## src/rtl/mesm6_bus_arbiter_if.sv

```systemverilog
// Bundle of the two master request/response links and the shared bus port
// between the mesm6 bus arbiter and its surroundings.
interface mesm6_bus_arbiter_if;
  logic [14:0] m0_addr;
  logic        m0_read;
  logic        m0_write;
  logic [47:0] m0_wdata;
  logic [47:0] m0_rdata;
  logic        m0_done;
  logic        m0_err;

  logic [14:0] m1_addr;
  logic        m1_read;
  logic        m1_write;
  logic [47:0] m1_wdata;
  logic [47:0] m1_rdata;
  logic        m1_done;
  logic        m1_err;

  logic [14:0] bus_addr;
  logic        bus_read;
  logic        bus_write;
  logic [47:0] bus_wdata;
  logic [47:0] bus_rdata;
  logic        bus_done;
  logic        bus_timeout;

  // Handshake: a master raises read/write with stable addr/wdata and holds them
  // until it sees its one-cycle done pulse (err qualifies done, rdata is valid
  // with done); the bus side holds its strobe until bus_done or an abort.
  modport slave (
    input  m0_addr, m0_read, m0_write, m0_wdata,
    output m0_rdata, m0_done, m0_err,
    input  m1_addr, m1_read, m1_write, m1_wdata,
    output m1_rdata, m1_done, m1_err,
    output bus_addr, bus_read, bus_write, bus_wdata, bus_timeout,
    input  bus_rdata, bus_done
  );

  modport master (
    output m0_addr, m0_read, m0_write, m0_wdata,
    input  m0_rdata, m0_done, m0_err,
    output m1_addr, m1_read, m1_write, m1_wdata,
    input  m1_rdata, m1_done, m1_err,
    input  bus_addr, bus_read, bus_write, bus_wdata, bus_timeout,
    output bus_rdata, bus_done
  );
endinterface

```

## src/rtl/mesm6_bus_arbiter.sv

```systemverilog
// Round-robin arbiter for two masters sharing one bus port: registered bus
// strobes, completion routed to the owner only, and a watchdog abort.
module mesm6_bus_arbiter #(
  parameter int  TIMEOUT = 255,
  localparam int CW      = $clog2(TIMEOUT + 1)
) (
  input  logic               clk,
  input  logic               reset_n,
  mesm6_bus_arbiter_if.slave bif,
  output logic [1:0]         dbg_state
);

  typedef enum logic [1:0] {
    IDLE  = 2'd0,
    BUSY  = 2'd1,
    ABORT = 2'd2
  } state_t;

  localparam logic [CW-1:0] CNT_LAST = CW'(TIMEOUT - 1);

  state_t        state;
  state_t        state_nxt;
  logic          grant;
  logic          last;
  logic          winner;
  logic          start;
  logic [CW-1:0] cnt;
  logic [14:0]   addr_q;
  logic [47:0]   wdata_q;
  logic          read_q;
  logic          write_q;
  logic          req0;
  logic          req1;
  logic          done_ok;
  logic          abort;

  assign req0      = bif.m0_read | bif.m0_write;
  assign req1      = bif.m1_read | bif.m1_write;
  assign dbg_state = state;

  assign bif.bus_addr  = addr_q;
  assign bif.bus_wdata = wdata_q;
  assign bif.bus_read  = read_q;
  assign bif.bus_write = write_q;

  always_comb begin
    state_nxt       = state;
    start           = 1'b0;
    done_ok         = 1'b0;
    abort           = 1'b0;
    bif.m0_done     = 1'b0;
    bif.m0_err      = 1'b0;
    bif.m0_rdata    = '0;
    bif.m1_done     = 1'b0;
    bif.m1_err      = 1'b0;
    bif.m1_rdata    = '0;
    bif.bus_timeout = 1'b0;
    // On a tie the master that did not win last time goes next.
    winner          = (req0 && req1) ? ~last : req1;

    case (state)
      IDLE: begin
        if (req0 || req1) begin
          start     = 1'b1;
          state_nxt = BUSY;
        end
      end
      BUSY: begin
        // bus_done beats the watchdog when both land in the same cycle.
        if (bif.bus_done) begin
          done_ok   = 1'b1;
          state_nxt = IDLE;
        end else if (cnt == CNT_LAST) begin
          state_nxt = ABORT;
        end
      end
      ABORT: begin
        abort     = 1'b1;
        state_nxt = IDLE;
      end
      default: state_nxt = IDLE;
    endcase

    bif.bus_timeout = abort;
    if (!grant) begin
      bif.m0_done  = done_ok | abort;
      bif.m0_err   = abort;
      bif.m0_rdata = done_ok ? bif.bus_rdata : '0;
    end else begin
      bif.m1_done  = done_ok | abort;
      bif.m1_err   = abort;
      bif.m1_rdata = done_ok ? bif.bus_rdata : '0;
    end
  end

  always_ff @(posedge clk or negedge reset_n) begin
    if (!reset_n) begin
      state   <= IDLE;
      grant   <= 1'b0;
      last    <= 1'b1;
      cnt     <= '0;
      addr_q  <= '0;
      wdata_q <= '0;
      read_q  <= 1'b0;
      write_q <= 1'b0;
    end else begin
      state <= state_nxt;
      if (start) begin
        grant   <= winner;
        last    <= winner;
        cnt     <= '0;
        addr_q  <= winner ? bif.m1_addr  : bif.m0_addr;
        wdata_q <= winner ? bif.m1_wdata : bif.m0_wdata;
        write_q <= winner ? bif.m1_write : bif.m0_write;
        // Read together with write collapses to a write.
        read_q  <= winner ? (bif.m1_read & ~bif.m1_write)
                          : (bif.m0_read & ~bif.m0_write);
      end else if (state == BUSY) begin
        cnt <= cnt + CW'(1);
        if (state_nxt != BUSY) begin
          read_q  <= 1'b0;
          write_q <= 1'b0;
        end
      end
    end
  end

endmodule
```

## src/flat_wrapper.sv

```systemverilog
// flat-port wrapper written by rule: the top's interface ports become plain ports
module mesm6_bus_arbiter_flat 
#(
  parameter int  TIMEOUT = 255,
  localparam int CW      = $clog2(TIMEOUT + 1)
)
  (clk, reset_n, dbg_state, bif_m0_addr, bif_m0_read, bif_m0_write, bif_m0_wdata, bif_m0_rdata, bif_m0_done, bif_m0_err, bif_m1_addr, bif_m1_read, bif_m1_write, bif_m1_wdata, bif_m1_rdata, bif_m1_done, bif_m1_err, bif_bus_addr, bif_bus_read, bif_bus_write, bif_bus_wdata, bif_bus_timeout, bif_bus_rdata, bif_bus_done);
  mesm6_bus_arbiter_if bif_i ();
  input  logic clk;
  input  logic reset_n;
  output logic [1:0] dbg_state;
  input wire logic [$bits(bif_i.m0_addr)-1:0] bif_m0_addr;
  input wire logic [$bits(bif_i.m0_read)-1:0] bif_m0_read;
  input wire logic [$bits(bif_i.m0_write)-1:0] bif_m0_write;
  input wire logic [$bits(bif_i.m0_wdata)-1:0] bif_m0_wdata;
  output wire logic [$bits(bif_i.m0_rdata)-1:0] bif_m0_rdata;
  output wire logic [$bits(bif_i.m0_done)-1:0] bif_m0_done;
  output wire logic [$bits(bif_i.m0_err)-1:0] bif_m0_err;
  input wire logic [$bits(bif_i.m1_addr)-1:0] bif_m1_addr;
  input wire logic [$bits(bif_i.m1_read)-1:0] bif_m1_read;
  input wire logic [$bits(bif_i.m1_write)-1:0] bif_m1_write;
  input wire logic [$bits(bif_i.m1_wdata)-1:0] bif_m1_wdata;
  output wire logic [$bits(bif_i.m1_rdata)-1:0] bif_m1_rdata;
  output wire logic [$bits(bif_i.m1_done)-1:0] bif_m1_done;
  output wire logic [$bits(bif_i.m1_err)-1:0] bif_m1_err;
  output wire logic [$bits(bif_i.bus_addr)-1:0] bif_bus_addr;
  output wire logic [$bits(bif_i.bus_read)-1:0] bif_bus_read;
  output wire logic [$bits(bif_i.bus_write)-1:0] bif_bus_write;
  output wire logic [$bits(bif_i.bus_wdata)-1:0] bif_bus_wdata;
  output wire logic [$bits(bif_i.bus_timeout)-1:0] bif_bus_timeout;
  input wire logic [$bits(bif_i.bus_rdata)-1:0] bif_bus_rdata;
  input wire logic [$bits(bif_i.bus_done)-1:0] bif_bus_done;
  assign bif_i.m0_addr = bif_m0_addr;
  assign bif_i.m0_read = bif_m0_read;
  assign bif_i.m0_write = bif_m0_write;
  assign bif_i.m0_wdata = bif_m0_wdata;
  assign bif_m0_rdata = bif_i.m0_rdata;
  assign bif_m0_done = bif_i.m0_done;
  assign bif_m0_err = bif_i.m0_err;
  assign bif_i.m1_addr = bif_m1_addr;
  assign bif_i.m1_read = bif_m1_read;
  assign bif_i.m1_write = bif_m1_write;
  assign bif_i.m1_wdata = bif_m1_wdata;
  assign bif_m1_rdata = bif_i.m1_rdata;
  assign bif_m1_done = bif_i.m1_done;
  assign bif_m1_err = bif_i.m1_err;
  assign bif_bus_addr = bif_i.bus_addr;
  assign bif_bus_read = bif_i.bus_read;
  assign bif_bus_write = bif_i.bus_write;
  assign bif_bus_wdata = bif_i.bus_wdata;
  assign bif_bus_timeout = bif_i.bus_timeout;
  assign bif_i.bus_rdata = bif_bus_rdata;
  assign bif_i.bus_done = bif_bus_done;
  mesm6_bus_arbiter #(.TIMEOUT(TIMEOUT)) u_core (.clk(clk), .reset_n(reset_n), .bif(bif_i), .dbg_state(dbg_state));
endmodule
```

## config.mk

```make
export PLATFORM = sky130hd
export DESIGN_NAME = mesm6_bus_arbiter_flat
export DESIGN_NICKNAME = d
export VERILOG_FILES = /design/src/rtl/mesm6_bus_arbiter_if.sv /design/src/rtl/mesm6_bus_arbiter.sv /design/src/flat_wrapper.sv
export SDC_FILE = /design/constraint.sdc
export NUM_CORES = 1
export LEC_CHECK = 0
export ABC_AREA = 1
export CORE_UTILIZATION = 25
export DETAILED_ROUTE_END_ITERATION = 6
export PLACE_DENSITY = 0.69
export SYNTH_ARGS = -nofsm -noshare
export SYNTH_HDL_FRONTEND = slang
export SYNTH_SLANG_ARGS = --single-unit
```

## constraint.sdc

```tcl
create_clock -name clk -period 1.5 [get_ports clk]
set_clock_uncertainty 0.05 [all_clocks]
set_input_delay 0.225 -clock clk [delete_from_list [all_inputs] [get_ports clk]]
set_output_delay 0.225 -clock clk [all_outputs]
set_load 0.05 [all_outputs]
```

# == Yosys cells after proc, flatten, opt, wreduce, memory -nomap -nowiden ==
# Cells that the tools add are included.
# op_classes
n_reduce_logical,6
bitwise,8
addsub,1
n_mux,27
n_eq_ne,4
# op_table
operator,count
$mux W48,4
$mux W1,16
$mux W8,2
$mux W15,1
$add A8 B1 Y8 const B,1
$eq A8 B8 Y1 const B,1
$mux W2,3
$pmux W2 S2,1
$reduce_bool A2 Y1,2
$not A1 Y1,3
$or A1 B1 Y1,3
$and A1 B1 Y1,2
$eq A2 B1 Y1 const B,1
$eq A2 B2 Y1 const B,1
$logic_not A2 Y1,1
$ne A2 B1 Y1 const B,1
$reduce_and A2 Y1,1
$logic_and A1 B1 Y1,1
$logic_or A1 B1 Y1,1
# word_totals
word_cells,54
in_bits,181
ff_bits,77
output_inout_bits,168

# == Logic depth before layout (Yosys ltp) ==
# Gate-level depths: netlist (run 1).
# depth
depth_word,8
ltp_mapped,9
ltp_nobuf,9

# == Worst setup path before layout (run 1) ==
# No wires, ideal clock.
# synth_path
kind,register to output
start,"register u_core.state[1], in the netlist u_core.dbg_state[1]"
end,output port bif_m0_done
path_slack_ns,-1.255
path_stages_with_launch,5
arrival_ns,2.480
required_ns,1.225
n_path_buf,0
cell_sequence,dfrtp_1 > inv_1 > nor2_1 > inv_1 > a21oi_1
# synth_between
elab_chain_cells,4
word_cells_on_any_way,6
classes_between,2 x eq/ne; 3 x mux; 1 x bitwise
# synth_rtl
item,line_no,rtl
"start, declared",mesm6_bus_arbiter.sv:21,state_t state;
"start signal, assigned",mesm6_bus_arbiter.sv:107,state <= state_nxt;
$eq A2 B2 Y1,mesm6_bus_arbiter.sv:61,case (state)
$mux W1,mesm6_bus_arbiter.sv:61,
named net bif_bus_timeout,flat_wrapper.sv:30,output wire logic [$bits(bif_i.bus_timeout)-1:0] bif_bus_timeout;
$or A1 B1 Y1,mesm6_bus_arbiter.sv:86,bif.m0_done = done_ok | abort;
$mux W1,mesm6_bus_arbiter.sv:85,if (!grant) begin
"end, declared",flat_wrapper.sv:17,output wire logic [$bits(bif_i.m0_done)-1:0] bif_m0_done;
# The timed path passes the listed nets, and every way through them passes these cells.

# == Worst setup path after layout (run 1) ==
# layout_path
start,"register u_core.state[1], in the netlist u_core.dbg_state[1]"
end,output port bif_m1_rdata[33]
# layout_between
elab_chain_cells,4
# layout_rtl
item,line_no,rtl
$eq A2 B1 Y1,mesm6_bus_arbiter.sv:61,
$mux W1,mesm6_bus_arbiter.sv:61,
$mux W48,mesm6_bus_arbiter.sv:92,bif.m1_rdata = done_ok ? bif.bus_rdata : '0;
$mux W48,mesm6_bus_arbiter.sv:85,
"end, declared",flat_wrapper.sv:23,output wire logic [$bits(bif_i.m1_rdata)-1:0] bif_m1_rdata;
# Every way passes these cells.

==> results of run 1 <==
worst register-to-register path, stage by stage (launching register included):
cell	delay [ns]
dfrtp_2	0.41
buf_4	0.13
buf_6	0.10
buf_6	0.11
nor2_4	0.08
buf_6	0.13
nand2_8	0.09
inv_12	0.10
buf_12	0.13
clkbuf_16	0.16
nand3_2	0.07
nand2_1	0.07
cells by family after synthesis:
| logic type | share of synthesized area |
|---|---|
| AOI/OAI and AO/OA | 0.0134 |
| buffers and inverters | 0.152 |
| DFF | 0.376 |
| adders and majority gates | 0.00488 |
| and+or+nand+nor | 0.452 |
| xor gates and xnor gates | 0.00171 |
metal layers:
metal  vias up  share of wire  global-route usage
li1       3102              -                   -
met4         0          0.023              0.0737
met5         -              0                   0
met1      3095           0.35               0.252
met3        28          0.075              0.0708
met2       266           0.55               0.440
worst paths after layout:
path / cells after the start / from / slack [ns] / to
max in group asynchronous: 3 / reset_n / 0.62 / u_core.last
setup / recovery: 7 / u_core.dbg_state[1] / -0.46 / bif_m1_rdata[33]
hold reg to reg: 2 / u_core.last / 0.44 / u_core.last
hold / removal: 2 / reset_n / 0.22 / u_core.bif.bus_wdata[18]
min in group clk: 2 / u_core.last / 0.44 / u_core.last
setup reg to reg: 11 / u_core.dbg_state[1] / -0.20 / u_core.bif.bus_wdata[31]
metrics by stage:
step | utilization | area [um^2] | hold WS [ns] | std cells
after floorplan | - | 5810 | -0.121 | 744
after global placement | 0.575 | 11600 | 0.00321 | 1353
after detailed placement | 0.575 | 11600 | 0.00504 | 1353
after CTS | 0.643 | 13000 | 0.178 | 1391
after global routing | 0.668 | 13500 | 0.210 | 1400
final | 0.668 | 13500 | 0.221 | 1400
what timing repair did:
action,4_1_cts,5_1_grt
endpoints found under the hold margin,76,0
gates resized for setup,134,99
buffers inserted,11,10
pin swaps,12,65
gates cloned,12,5
setup endpoints to repair,152,175
hold buffers,1,0
registers in the layout, indices dropped and copies added (netlist names):
| register | cells |
|---|---|
| u_core.cnt | 8 |
| u_core.bif.bus_read | 1 |
| u_core.bif.bus_wdata | 48 |
| u_core.bif.bus_write | 1 |
| u_core.bif.bus_addr | 15 |
| u_core.dbg_state | 2 |
| u_core.last | 1 |
| u_core.grant | 1 |
Yosys cell counts (all sizes together):
cell type	number
buf	41
clkbuf	14
nor2	11
nand2	223
xor2	1
dfrtp	76
dfstp	1
nand3	73
inv	126
nand3b	63
o21ai	9
ha	2
nor3	99
clkinv	1
a21oi	4
where the power goes:
group          total [W]  switching [W]  internal, W
logic             0.0205         0.0111      0.00943
registers        0.00430        0.00121      0.00309
clock network    0.00234       0.000880      0.00146
total             0.0272         0.0132       0.0140
cell usage in the layout (no fill, tap or decap), types with 4 or more instances in the layout:
| master | n |
|---|---|
| nor2_4 | 4 |
| nand3_4 | 5 |
| nand2_1 | 177 |
| buf_8 | 4 |
| clkbuf_16 | 14 |
| o21ai_2 | 6 |
| buf_12 | 196 |
| clkdlybuf4s50_1 | 178 |
| nand3b_1 | 63 |
| nor2_1 | 7 |
| inv_1 | 121 |
| dfrtp_1 | 73 |
| nand2_4 | 6 |
| nand3_2 | 46 |
| nand2_8 | 4 |
| buf_4 | 21 |
| buf_6 | 10 |
| nand3_1 | 22 |
| nand2_2 | 37 |
| nor3_4 | 93 |
| nor3_2 | 4 |
| buf_16 | 9 |
area by class of cell:
class                           count  area (um^2)  share of cell area
Tap cell                          270          338              0.0251
Timing Repair Buffer              425         6430               0.477
Sequential cell                    77         1930               0.143
Inverter                          127          505              0.0375
Clock inverter                      5         85.1             0.00631
Clock buffer                       10          229              0.0170
Multi-Input combinational cell    486         3960               0.294
==> flow_metrics.env, run 1 <==
export IMPL_via_count=6491
export IMPL_totalWireLength_mm=25.4
export IMPL_cpPeakStageDelay_ns=0.41
export IMPL_syn_inst=744
export IMPL_row_count=52
export IMPL_fillers=1470
export IMPL_worst_path_max_delay_cell="dfrtp_2"
export IMPL_nets=1309
export IMPL_startpoint_type="register"
export IMPL_area_growth_pct=163
export IMPL_drtIter0Drc=127
export IMPL_grt_pass1_wl_mm=38.0
export IMPL_total_power_w=0.0272
export IMPL_synth_top_cell_by_area="dfrtp_1"
export IMPL_synth_area_leaders="dfrtp_1 (37%), nand2_1 (16%), nand3b_1 (9.2%), inv_1 (9.1%), nor3_1 (7.7%)"
export IMPL_die_x_um=145
export IMPL_timing_setup_tns_ns=-51.60
export IMPL_numCtsBuffers=9
export IMPL_syn_nets=927
export IMPL_slew_violations=0
export IMPL_period_share=1.31
export IMPL_clk_path_buf_depth=2
export IMPL_grt_pass1_vias=6482
export IMPL_p_per_area_nw_per_um2=2020
export IMPL_grt_max_degree=65
export IMPL_crit_path_max_fanout=6
export IMPL_violations="setup timing"
export IMPL_cts_reportedPaths_clkPinSlew_ns=0.06
export IMPL_num_io_pins=349
export IMPL_wl_per_cell_um=18.1
export IMPL_synth_top_cell_area_share=0.371
export IMPL_cts_root_buffer="clkbuf_16"
export IMPL_drc=0
export IMPL_htree_levels=3
export IMPL_p_leak_nw=6.06
export IMPL_endpoint_kind="primary output"
export IMPL_gr_total_overflow=0
export IMPL_crit_chain="inv_2 > nand2_4 > inv_8 > nand2_8 > buf_4 > nor3_4 > buf_12"
export IMPL_path_class="register to primary output"
export IMPL_relSlewSlack=0.668
export IMPL_portBuffers=348
export IMPL_peakVddDrop_mv=1.27
export IMPL_critical_path_required_ns=1.22
export IMPL_die_h_um=145
export IMPL_rsz0062_at_grt="yes"
export IMPL_pre_cts_ws_ns=-0.408
export IMPL_grt_usage=0.236
export IMPL_clk_latency_ns=0.33
export IMPL_drive_gt1_frac=0.422
export IMPL_synth_seq_cells=77
export IMPL_critPathArrivalTime_ns=1.69
export IMPL_dr_pass1_iters=6
export IMPL_drv_cap=0
export IMPL_ys_types=22
export IMPL_antenna_found_initial=2
export IMPL_syn_avg_cell_area_um2=6.89
export IMPL_n_antenna_cell=0
export IMPL_worstMarginPinSlew_ns=0.498
export IMPL_final_setup_worst_slack_ns=-0.462
export IMPL_crit_family="buffers and inverters"
export IMPL_setup_violations_final=177
export IMPL_postRouteAntennaNets=0
export IMPL_via_per_inst=4.64
export IMPL_outcome="finished, violations left"
export IMPL_dieArea_um2=21100
export IMPL_cts_sinks=77
export IMPL_gp_congestion=0.875
export IMPL_yosysWarnings=0
export IMPL_cts_tree="done"
export IMPL_core_um2=20200
export IMPL_hold_path_class="input pin to async pin"
export IMPL_start_util=0.254
export IMPL_seq_area_frac_synth=0.376
export IMPL_fmax_mhz=510
export IMPL_hold_viol_final=0
export IMPL_path_buf_inv=4
export IMPL_dp_final_hpwl_mm=17.3
export IMPL_mappedNetlistArea_um2=5130
export IMPL_fin_crit_ns=1.96
Note: power is estimated with default switching activity, not from simulation.
==> inputs of run 2 (changes only) <==
--- a/config.mk
+++ b/config.mk
@@ -6,6 +6,7 @@
 export NUM_CORES = 1
 export LEC_CHECK = 0
 export ABC_AREA = 1
+export CORE_ASPECT_RATIO = 1.25
 export CORE_UTILIZATION = 25
 export DETAILED_ROUTE_END_ITERATION = 6
 export PLACE_DENSITY = 0.69
==> run 2 against run 1 <==
Compared with the run above:
- the run still ends with setup timing left
- core utilization is 4.2 points lower
- combinational power fell by 12%
- hold slack better by 0.082 ns
- worst setup slack got worse by 0.019 ns
- design area decreased by 6.6%
- count of clock-buffer cells in the layout is the same
- critical endpoint is now bif_m0_rdata[15]
- largest power group unchanged
- highest routed layer is now met5
==> flow_metrics.env, run 2 (synthesis results as in run 1) <==
export IMPL_outcome="finished, violations left"
export IMPL_violations="setup timing"
export IMPL_pre_cts_ws_ns=-0.498
export IMPL_cts_tree="done"
export IMPL_fmax_mhz=505
export IMPL_via_per_inst=4.60
export IMPL_period_share=1.32
export IMPL_numCtsBuffers=9
export IMPL_grt_max_degree=51
export IMPL_n_antenna_cell=0
export IMPL_drv_cap=0
export IMPL_mostFrequentLayoutCell="nand2_1"
export IMPL_hold_path_class="input pin to async pin"
export IMPL_relSlewSlack=0.628
export IMPL_dp_final_hpwl_mm=18.1
export IMPL_drtIter0Drc=216
export IMPL_rsz0062_at_grt="yes"
export IMPL_hold_viol_final=0
export IMPL_total_power_w=0.0248
export IMPL_area_growth_pct=146
export IMPL_ff2ff_setup_slack_ns=0.03
export IMPL_final_core_util=0.627
export IMPL_clk_path_buf_depth=2
export IMPL_crit_start="u_core.dbg_state[1]"
export IMPL_path_class="register to primary output"
export IMPL_startpoint_type="register"
export IMPL_wl_per_cell_um=17.3
export IMPL_fin_crit_ns=1.98
export IMPL_cp_endpoint="bif_m0_rdata[15]"
export IMPL_grt_pass1_vias=6172
export IMPL_start_util=0.255
export IMPL_cts_sinks=77
export IMPL_nets=1291
export IMPL_core_um2=20100
export IMPL_num_io_pins=349
export IMPL_row_count=58
export IMPL_mostFrequentLayoutCells="nand2_1 (218), buf_12 (186), clkdlybuf4s50_1 (178)"
export IMPL_largest_register_ffs=48
export IMPL_critPathArrivalTime_ns=1.71
export IMPL_die_x_um=130
export IMPL_totalWireLength_mm=24.0
export IMPL_postRouteAntennaNets=0
export IMPL_peakVddDrop_mv=1.49
export IMPL_gr_total_overflow=0
export IMPL_final_setup_worst_slack_ns=-0.481
export IMPL_htree_levels=3
export IMPL_p_per_area_nw_per_um2=1970
export IMPL_setup_violations_final=101
export IMPL_ff_latch_area_um2=1930
export IMPL_fin_hold_ws_ns=0.303
export IMPL_endpoint_kind="primary output"
export IMPL_r2r_start="u_core.dbg_state[0]"
export IMPL_antenna_found_initial=1
export IMPL_r2r_cells=7
export IMPL_fillers=1596
export IMPL_worstMarginPinSlew_ns=0.558
export IMPL_via_count=6362
export IMPL_p_leak_nw=5.75
export IMPL_cts_reportedPaths_clkPinSlew_ns=0.06
export IMPL_crit_path_max_fanout=31
export IMPL_portBuffers=348
export IMPL_slew_violations=0
export IMPL_r2r_end="u_core.bif.bus_wdata[26]"
export IMPL_dr_pass1_iters=4
export IMPL_cts_root_buffer="clkbuf_16"
export IMPL_dieArea_um2=21100
export IMPL_critical_path_required_ns=1.22
export IMPL_multi_input_area_um2=3490
export IMPL_drc=0
export IMPL_drive_gt1_frac=0.326
export IMPL_grt_usage=0.219
export IMPL_clk_latency_ns=0.33
export IMPL_grt_pass1_wl_mm=34.7
export IMPL_gp_congestion=0.838
export IMPL_die_h_um=162
==> run 2: through the flow <==
stage	instance area (um^2)	TNS, ns	std cells
CTS	12400	-42.00	1377
detailed placement	11600	-50.87	1352
global placement	11600	-49.70	1352
floorplan	5810	-44.56	744
global route	12600	-48.93	1383
finish	12600	-40.97	1383
==> run 2: critical path: stages, from the launching register on <==
cell and delay [ns]:
dfrtp_2 0.40, inv_2 0.07, nand2_4 0.07, inv_8 0.09, nand2_8 0.08, buf_12 0.25
nor3_2 0.22, buf_12 0.17
==> run 2: final cells by class <==
class                           instances  area share
Timing Repair Buffer                  407       0.475
Multi-Input combinational cell        486       0.277
Sequential cell                        77       0.153
Inverter                              127      0.0391
Tap cell                              270      0.0268
Clock buffer                           10      0.0182
Clock inverter                          6      0.0106
==> run 2: routing by layer <==
metal  global-route usage  vias to the layer above  routed length, um
met4               0.0793                        2                883
met2                0.396                      306              12300
met3               0.0945                       39               2820
met5                    0                        -                 13
li1                     -                     3062                  -
met1                0.220                     2953               7990
==> run 2: power by group <==
| group | internal (W) | total, W | switching (W) |
|---|---|---|---|
| Sequential | 0.00308 | 0.00416 | 0.00107 |
| Combinational | 0.00787 | 0.0180 | 0.0101 |
| Clock | 0.00180 | 0.00267 | 0.000876 |
==> run 2: worst min-delay path by stage <==
| stage | startpoint | to | slack, ns | cells past startpoint |
|---|---|---|---|---|
| finish | reset_n | u_core.bif.bus_wdata[7] | 0.30 | 2 |
| global route | reset_n | u_core.bif.bus_wdata[7] | 0.33 | 2 |
| CTS | reset_n | u_core.bif.bus_addr[14] | 0.31 | 2 |
| detailed placement | reset_n | u_core.bif.bus_wdata[7] | 0.13 | 1 |
| global placement | reset_n | u_core.bif.bus_wdata[7] | 0.12 | 1 |
| floorplan | reset_n | u_core.bif.bus_addr[0] | -0.12 | 0 |
==> run 2: repair_timing <==
item	in CTS	in global routing
gates resized for setup	52	32
buffers inserted	6	4
endpoints found under the setup margin	170	138
hold buffers	1	0
hold endpoints to repair	21	0
cloned	3	4
pin swaps	5	9
